File: config.mk
export PLATFORM = sky130hd
export DESIGN_NAME = uart_rx_fifo
export DESIGN_NICKNAME = d
export VERILOG_FILES = /design/src/rtl/uart_rx_fifo.sv
export SDC_FILE = /design/constraint.sdc
export NUM_CORES = 1
export LEC_CHECK = 0
export ABC_AREA = 1
export BUFFER_PORTS_ARGS = -buffer_cell sky130_fd_sc_hd__buf_2
export CORE_ASPECT_RATIO = 0.9
export CORE_MARGIN = 5
export CORE_UTILIZATION = 55
export CTS_CLUSTER_DIAMETER = 200
export DETAILED_ROUTE_END_ITERATION = 10
export GPL_TIMING_DRIVEN = 0
export PLACE_DENSITY = 0.73
export SYNTH_ARGS = -nofsm -noshare
export SYNTH_HDL_FRONTEND = slang
export SYNTH_SLANG_ARGS = --single-unit
File: constraint.sdc
create_clock -name clk -period 4.8 [get_ports clk]
set_input_delay 0.48 -clock clk [delete_from_list [all_inputs] [get_ports clk]]
set_output_delay 0.48 -clock clk [all_outputs]
set_load 0.03 [all_outputs]
File: src/rtl/uart_rx_fifo.sv
// uart_rx_fifo: 8N1 serial receiver feeding a small first-word-fall-through FIFO.
// rxd is synchronised, framed by a DIVISOR-cycle bit timer and centre-sampled.
// Good bytes are pushed into the FIFO, and the CPU pops them with a one-cycle rd strobe.
// Optional build macro UART_RX_PARITY_EN selects 8E1 framing with a PARITY state.
// When the macro is absent, parity_err is tied to 0. The port list is the same in both builds.
// Handshake: rx_ready=1 means data holds a valid head byte. A cycle with rd=1 and
// rx_ready=1 consumes that byte. rd while rx_ready=0 has no effect.
module uart_rx_fifo #(
    parameter int CLKSPEED  = 50000000,
    parameter int BAUD      = 115200,
    parameter int FIFO_LOG2 = 2
) (
    input  logic       clk,
    input  logic       reset,
    input  logic       rxd,
    input  logic       rd,
    input  logic       clr_err,
    output logic [7:0] data,
    output logic       rx_ready,
    output logic       rx_full,
    output logic       overrun,
    output logic       framing_err,
    output logic       parity_err
);
    localparam int DIVISOR = CLKSPEED / BAUD;
    localparam int CW      = $clog2(DIVISOR);
    localparam int DEPTH   = 1 << FIFO_LOG2;
    localparam logic [CW-1:0] FULL_LOAD = CW'(DIVISOR - 1);
    localparam logic [CW-1:0] HALF_LOAD = CW'(DIVISOR / 2 - 1);

`ifdef UART_RX_PARITY_EN
    typedef enum logic [2:0] {
        S_IDLE = 3'd0, S_START = 3'd1, S_DATA = 3'd2,
        S_STOP = 3'd3, S_BREAK = 3'd4, S_PARITY = 3'd5
    } state_t;
`else
    typedef enum logic [2:0] {
        S_IDLE = 3'd0, S_START = 3'd1, S_DATA = 3'd2,
        S_STOP = 3'd3, S_BREAK = 3'd4
    } state_t;
`endif

    state_t          state;
    logic [CW-1:0]   cnt;
    logic [2:0]      bitn;
    logic [7:0]      shreg;
    logic            sync1, srx, srx_prev, armed;
    logic            tick, good_byte, frame_bad, push, pop;
    logic [FIFO_LOG2:0] wr_ptr, rd_ptr;
    logic [7:0]      mem [DEPTH];
`ifdef UART_RX_PARITY_EN
    logic            par_bad;
    logic            par_event;
`endif

    // Two-flop synchroniser plus previous-sample copy for edge detection.
    // The flops reset low, so a line held low through reset never looks like an idle-to-start edge.
    always_ff @(posedge clk) begin
        if (reset) begin
            sync1    <= 1'b0;
            srx      <= 1'b0;
            srx_prev <= 1'b0;
            armed    <= 1'b0;
        end else begin
            sync1    <= rxd;
            srx      <= sync1;
            srx_prev <= srx;
            armed    <= armed | srx;
        end
    end

    assign tick = (cnt == '0);
`ifdef UART_RX_PARITY_EN
    assign par_event = (state == S_PARITY) && tick && ((^shreg) ^ srx);
    assign good_byte = (state == S_STOP) && tick && srx && !par_bad;
`else
    assign good_byte = (state == S_STOP) && tick && srx;
`endif
    assign frame_bad = (state == S_STOP) && tick && !srx;

    // Frame FSM: bit timer counts down, and each bit is sampled on the cycle the timer reaches zero.
    always_ff @(posedge clk) begin
        if (reset) begin
            state <= S_IDLE;
            cnt   <= '0;
            bitn  <= '0;
            shreg <= '0;
`ifdef UART_RX_PARITY_EN
            par_bad <= 1'b0;
`endif
        end else begin
            case (state)
                S_IDLE: begin
                    if (armed && srx_prev && !srx) begin
                        state <= S_START;
                        cnt   <= HALF_LOAD;
                    end
                end
                S_START: begin
                    if (!tick) begin
                        cnt <= cnt - CW'(1);
                    end else if (!srx) begin
                        state <= S_DATA;
                        cnt   <= FULL_LOAD;
                        bitn  <= '0;
                    end else begin
                        state <= S_IDLE;
                    end
                end
                S_DATA: begin
                    if (!tick) begin
                        cnt <= cnt - CW'(1);
                    end else begin
                        shreg <= {srx, shreg[7:1]};
                        cnt   <= FULL_LOAD;
                        if (bitn == 3'd7) begin
`ifdef UART_RX_PARITY_EN
                            state <= S_PARITY;
`else
                            state <= S_STOP;
`endif
                        end else begin
                            bitn <= bitn + 3'd1;
                        end
                    end
                end
`ifdef UART_RX_PARITY_EN
                S_PARITY: begin
                    if (!tick) begin
                        cnt <= cnt - CW'(1);
                    end else begin
                        par_bad <= (^shreg) ^ srx;
                        cnt     <= FULL_LOAD;
                        state   <= S_STOP;
                    end
                end
`endif
                S_STOP: begin
                    if (!tick) begin
                        cnt <= cnt - CW'(1);
                    end else begin
                        state <= srx ? S_IDLE : S_BREAK;
                    end
                end
                S_BREAK: begin
                    if (srx) state <= S_IDLE;
                end
                default: state <= S_IDLE;
            endcase
        end
    end

    assign rx_ready = (wr_ptr != rd_ptr);
    assign rx_full  = (wr_ptr[FIFO_LOG2] != rd_ptr[FIFO_LOG2]) &&
                      (wr_ptr[FIFO_LOG2-1:0] == rd_ptr[FIFO_LOG2-1:0]);
    assign pop      = rd && rx_ready;
    assign push     = good_byte && (!rx_full || pop);
    assign data     = mem[rd_ptr[FIFO_LOG2-1:0]];

    // FIFO storage and pointers. A pop frees a slot in the same cycle, so a full FIFO can still accept a write.
    always_ff @(posedge clk) begin
        if (reset) begin
            wr_ptr <= '0;
            rd_ptr <= '0;
            for (int i = 0; i < DEPTH; i++) mem[i] <= 8'h00;
        end else begin
            if (push) begin
                mem[wr_ptr[FIFO_LOG2-1:0]] <= shreg;
                wr_ptr <= wr_ptr + 1'b1;
            end
            if (pop) rd_ptr <= rd_ptr + 1'b1;
        end
    end

    // Sticky error flags: clr_err clears them, and a set event in the same cycle wins.
    always_ff @(posedge clk) begin
        if (reset) begin
            overrun     <= 1'b0;
            framing_err <= 1'b0;
        end else begin
            overrun     <= (overrun & ~clr_err) | (good_byte & rx_full & ~pop);
            framing_err <= (framing_err & ~clr_err) | frame_bad;
        end
    end

`ifdef UART_RX_PARITY_EN
    // Sticky parity flag, with the same clear and set rules as the other error flags.
    always_ff @(posedge clk) begin
        if (reset) parity_err <= 1'b0;
        else       parity_err <= (parity_err & ~clr_err) | par_event;
    end
`else
    assign parity_err = 1'b0;
`endif

endmodule

# ---- Yosys cells after proc, flatten, opt, wreduce, memory -nomap -nowiden
# Memories as Yosys holds them, arrays and structs flattened. A register that Yosys moved wholly into a read port is not among the register bits.
# Cells that the tools add are included.
dict set report classes {
  n_div 0
  order_cmp 0
  eq_ne 18
  n_addsub 4
  bitwise 9
  shift 0
  reduce_logical 20
  n_mux 30
  n_mul 0
}
# op n
set op_table {}
lappend op_table {{$mux W9} 5}
lappend op_table {{$pmux W9 S4} 1}
lappend op_table {{$mux W3} 11}
lappend op_table {{$ne A2 B2 Y1 const B} 9}
lappend op_table {{$pmux W3 S5} 1}
lappend op_table {{$add A3 B1 Y3 const B} 3}
lappend op_table {{$logic_not A9 Y1} 1}
lappend op_table {{$sub A9 B1 Y9 const B} 1}
lappend op_table {{$logic_and A1 B1 Y1} 8}
lappend op_table {{$mux W2} 4}
lappend op_table {{$mux W8} 1}
lappend op_table {{$reduce_or A8 Y1} 1}
lappend op_table {{$eq A3 B2 Y1 const B} 2}
lappend op_table {{$eq A3 B3 Y1 const B} 2}
lappend op_table {{$mux W1} 6}
lappend op_table {{$pmux W3 S2} 1}
lappend op_table {{$reduce_and A6 Y1} 1}
lappend op_table {{$reduce_and A5 Y1} 1}
lappend op_table {{$and A1 B1 Y1} 4}
lappend op_table {{$reduce_and A4 Y1} 1}
lappend op_table {{$reduce_bool A4 Y1} 1}
lappend op_table {{$eq A3 B1 Y1 const B} 1}
lappend op_table {{$logic_not A3 Y1} 1}
lappend op_table {{$ne A3 B3 Y1} 1}
lappend op_table {{9 further kinds} 13}
dict set report totals {
  latch_bits 0
  inputBits 5
  memories 1
  mem_bits_rw 32
  romBits 0
  regBits 35
}
# memory words width rd rd_clocked_by_memory_dff wr line
set mem_list {}
lappend mem_list {mem 4 8 1 1 4 50} ;# logic [7:0] mem [DEPTH];

# ---- Longest topological paths before layout
dict set report depth {
  ltp_word 10
  depth_mapped 10
  mapped_depth_nobuf 10
}

# ---- Least setup slack after synthesis
# OpenSTA, ideal clock, no wires.
dict set report synth_timing {
  path_kind {register to register}
  from {reg cnt[0]}
  to {mem mem[3][0], enable pin}
  t_arrival_ps 1612
  synth_period_minus_slack_ps 1983
  required_time_ps 4430
  stages_incl_launch_ff 9
  path_slack_ps 2817
  path_cell_list {dfxtp_1 inv_1 ha_1 nand2_2 nor2_4 nand4_4 nor2_8 a21oi_1 nor2_1}
}
# element line
set synth_lines {}
lappend synth_lines {{start, declared} 44} ;# logic [CW-1:0] cnt;
lappend synth_lines {{start signal, assigned} 101} ;# cnt <= cnt - CW'(1);
lappend synth_lines {{start signal, assigned} 112} ;# cnt <= cnt - CW'(1);
lappend synth_lines {{start signal, assigned} 140} ;# cnt <= cnt - CW'(1);
lappend synth_lines {{end, declared} 50}

==> impl_metrics.tcl <==
set metrics [dict create \
    clock_latency_ns 0.35 \
    hold_viol 0 \
    diodes 0 \
    root_buffer "clkbuf_8" \
    leakagePower_uw 0.00144 \
    numPlacedInstances 474 \
    hold_depth 3 \
    required_ns 4.77 \
    overflow 0 \
    syn_area_um2 3280 \
    critPathArrivalTime_ns 2.48 \
    worstHoldEndpoint "sync1$_SDFF_PP0_" \
    critPathKind "reg -> reg" \
    n_fill_cell 495 \
    rsz0062_at_grt "no" \
    rr_worst_depth 8 \
    drt_iter0_markers 255 \
    cp_max_fo 8 \
    timing.setup.tns_ns 0 \
    reg2reg_to "mem[3][4]$_DFFE_PP_" \
    dr_total_vias 2630 \
    max_stage_delay_ns 0.69 \
    synth_nets 399 \
    worst_pin_slew_ns 0.890 \
    ctsResizeCount 0 \
    clk_pin_slew_ns 0.07 \
    reg2reg_from "cnt[0]$_SDFFE_PP0P_" \
    wirelength_um 6820 \
    rows 26 \
    ys_types 30 \
    postCtsHoldBufs 0 \
    numClockSinks 69 \
    first_global_vias 2389 \
    die_height_um 83.2 \
    clock.fmax_mhz 399 \
    hold_path_startpoint "rxd" \
    final_layout_size_suffix_gt1_share_pct 13.8 \
    rrSetupSlack_ns 2.30 \
    port_buffers 15 \
    ys.flop_type "dfxtp_1" \
    async_reset_ff_share_pct 0 \
    min_period_over_period_pct 52.1 \
    min_path_type "in -> reg" \
    final_cell_mix "nor2_1, nand2_1, o21ai_0" \
    coreArea_um2 5730 \
    synth-edff-count 32 \
    synth_seq_cells 69 \
    fp.dieArea_um2 7610 \
    status "finished, final reports clean" \
    wl_per_cell_um 13.9 \
    antenna_found_initial 0 \
    clock_path_buffers 2 \
    cp_slowest_cell "nor2_1" \
    critPathCaptureType "flip-flop" \
    grt_use_total_pct 18.7 \
    die_w_um 91.4 \
    mostFrequentLayoutCell "nor2_1" \
    gp_congestion 0.865 \
    slew_headroom_pct 40.4 \
    drtAntennaViolNets 0 \
    viasPerCell 5.37 \
    period_needed_ns 2.50 \
    cp-start-kind "flip-flop" \
    cts_setup_buffers 0 \
    finalSetupViolCount 0 \
    final_nets 425 \
    grt_max_degree 13 \
    area_growth_pct 10.0 \
    yosys_warnings 0 \
    syn_area_per_cell_um2 8.43 \
    p_per_area_nw_per_um2 504 \
    clock_skew_ns 0.00734 \
    drtPass1Iterations 5 \
    h-tree-depth 3 \
    crit_family "simple AND/OR/NAND/NOR gates" \
    drc 0 \
    seq_area_frac_synth_pct 51.9 \
    syn_inst 389 \
    drv_cap 0 \
    ios 18 \
    path_cells "inv_1 > ha_1 > nand2_2 > nor2_4 > nand4_4 > nor2_8 > a21oi_1 > nor2_1" \
    worstPathBufferInverterCount 1 \
    cts_tree "done" \
    fin_util_pct 63.0 \
    slew_viol_final 0 \
    place_hpwl_um 4900 \
    start_util_pct 57.3 \
    grt_pass1_wl_um 11300 \
    cts_buffers 9 \
    stdcell_count 490 \
    worst_ir_drop_vdd_mv 0.297 \
]
-- power by group --
group	switching [uW]	internal [uW]	leakage (uW)	total, uW
Sequential	55.9	686	0.000632	742
Clock	221	183	0.0000805	404
Combinational	463	210	0.000731	673
Total	740	1080	0.00144	1820
-- per-stage QoR --
| stage | worst slack (ns) | hold WS, ns | instance area [um^2] | total power (uW) |
|---|---|---|---|---|
| 2_1_floorplan | 2.82 | 0.388 | 3280 | 1270 |
| 3_3_place_gp | 2.35 | 0.389 | 3440 | 1400 |
| 3_5_place_dp | 2.35 | 0.405 | 3440 | 1420 |
| 4_1_cts | 2.33 | 0.324 | 3610 | 1820 |
| 5_1_grt | 2.18 | 0.335 | 3610 | 1940 |
| 6_report | 2.30 | 0.335 | 3610 | 1820 |
-- metal layers --
layer,GRT usage (%),vias to the layer above,routed length [um]
met1,26.3,1186,3270
li1,-,1345,-
met5,0,-,0
met2,26.9,87,3000
met3,6.42,12,451
met4,5.73,0,102
-- worst max-delay path by stage --
stage                              startpoint                   to  slack, ns  cells after the start
after global placement    cnt[0]$_SDFFE_PP0P_  mem[3][4]$_DFFE_PP_       2.35                      8
after detailed placement  cnt[0]$_SDFFE_PP0P_  mem[3][0]$_DFFE_PP_       2.35                      8
after global routing      cnt[0]$_SDFFE_PP0P_  mem[3][4]$_DFFE_PP_       2.18                      8
final                     cnt[0]$_SDFFE_PP0P_  mem[3][4]$_DFFE_PP_       2.30                      8
after floorplan           cnt[0]$_SDFFE_PP0P_  mem[3][0]$_DFFE_PP_       2.82                      8
after CTS                 cnt[0]$_SDFFE_PP0P_  mem[3][4]$_DFFE_PP_       2.33                      8
-- area by class of cell --
cell class / instances / area [um^2] / share of cell area [%]
sequential: 69 / 1700 / 47.2
multi-input combinational: 266 / 1370 / 38.0
inverter: 46 / 173 / 4.79
clock buffer: 9 / 124 / 3.44
tap: 70 / 87.6 / 2.43
timing repair buffer: 15 / 75.1 / 2.08
clock inverter: 7 / 41.3 / 1.15
buffer: 8 / 35.0 / 0.972
-- worst reg2reg max path: cells and delay by family (launching register included) --
kind / cells / cell delay, ns
adders and majority gates: 1 / 0.24
AOI/OAI and AO/OA: 1 / 0.09
DFF: 1 / 0.30
buffers and inverters: 1 / 0.16
and+or+nand+nor: 5 / 1.34
-- logic make-up after synthesis --
logic type / after synthesis / share of synthesized area (%)
compound gates: 80 / 12.7
other cells: 1 / 0.114
fa+ha+maj: 5 / 1.91
xor+xnor: 3 / 0.802
simple gates: 177 / 26.2
flops: 69 / 51.9
buf+inv: 54 / 6.34
-- sequential cells by signal (all words and copies together) (netlist names), named ones only --
signal and count:
mem 32, cnt 9, shreg 8, bitn 3
rd_ptr 3, state 3, wr_ptr 3, armed 1
framing_err 1, overrun 1, srx 1, srx_prev 1
sync1 1
-- cells in the mapped netlist, types with 2 or more instances --
cell	count	area (um^2)
ha_1	5	62.6
nand4_4	4	85.1
clkbuf_1	5	18.8
o22ai_1	8	50.1
nand3_1	19	95.1
nand2_2	6	37.5
dfxtp_1	37	741
inv_1	39	146
inv_2	7	26.3
nand2_1	52	195
nor2_2	2	12.5
nor2_1	84	315
a21oi_1	27	135
nand4_1	2	12.5
edfxtp_1	32	961
xor2_1	3	26.3
nor2_4	3	33.8
nand3_4	2	35.0
o21ai_0	41	205
Note: power is estimated with default switching activity, not from simulation.
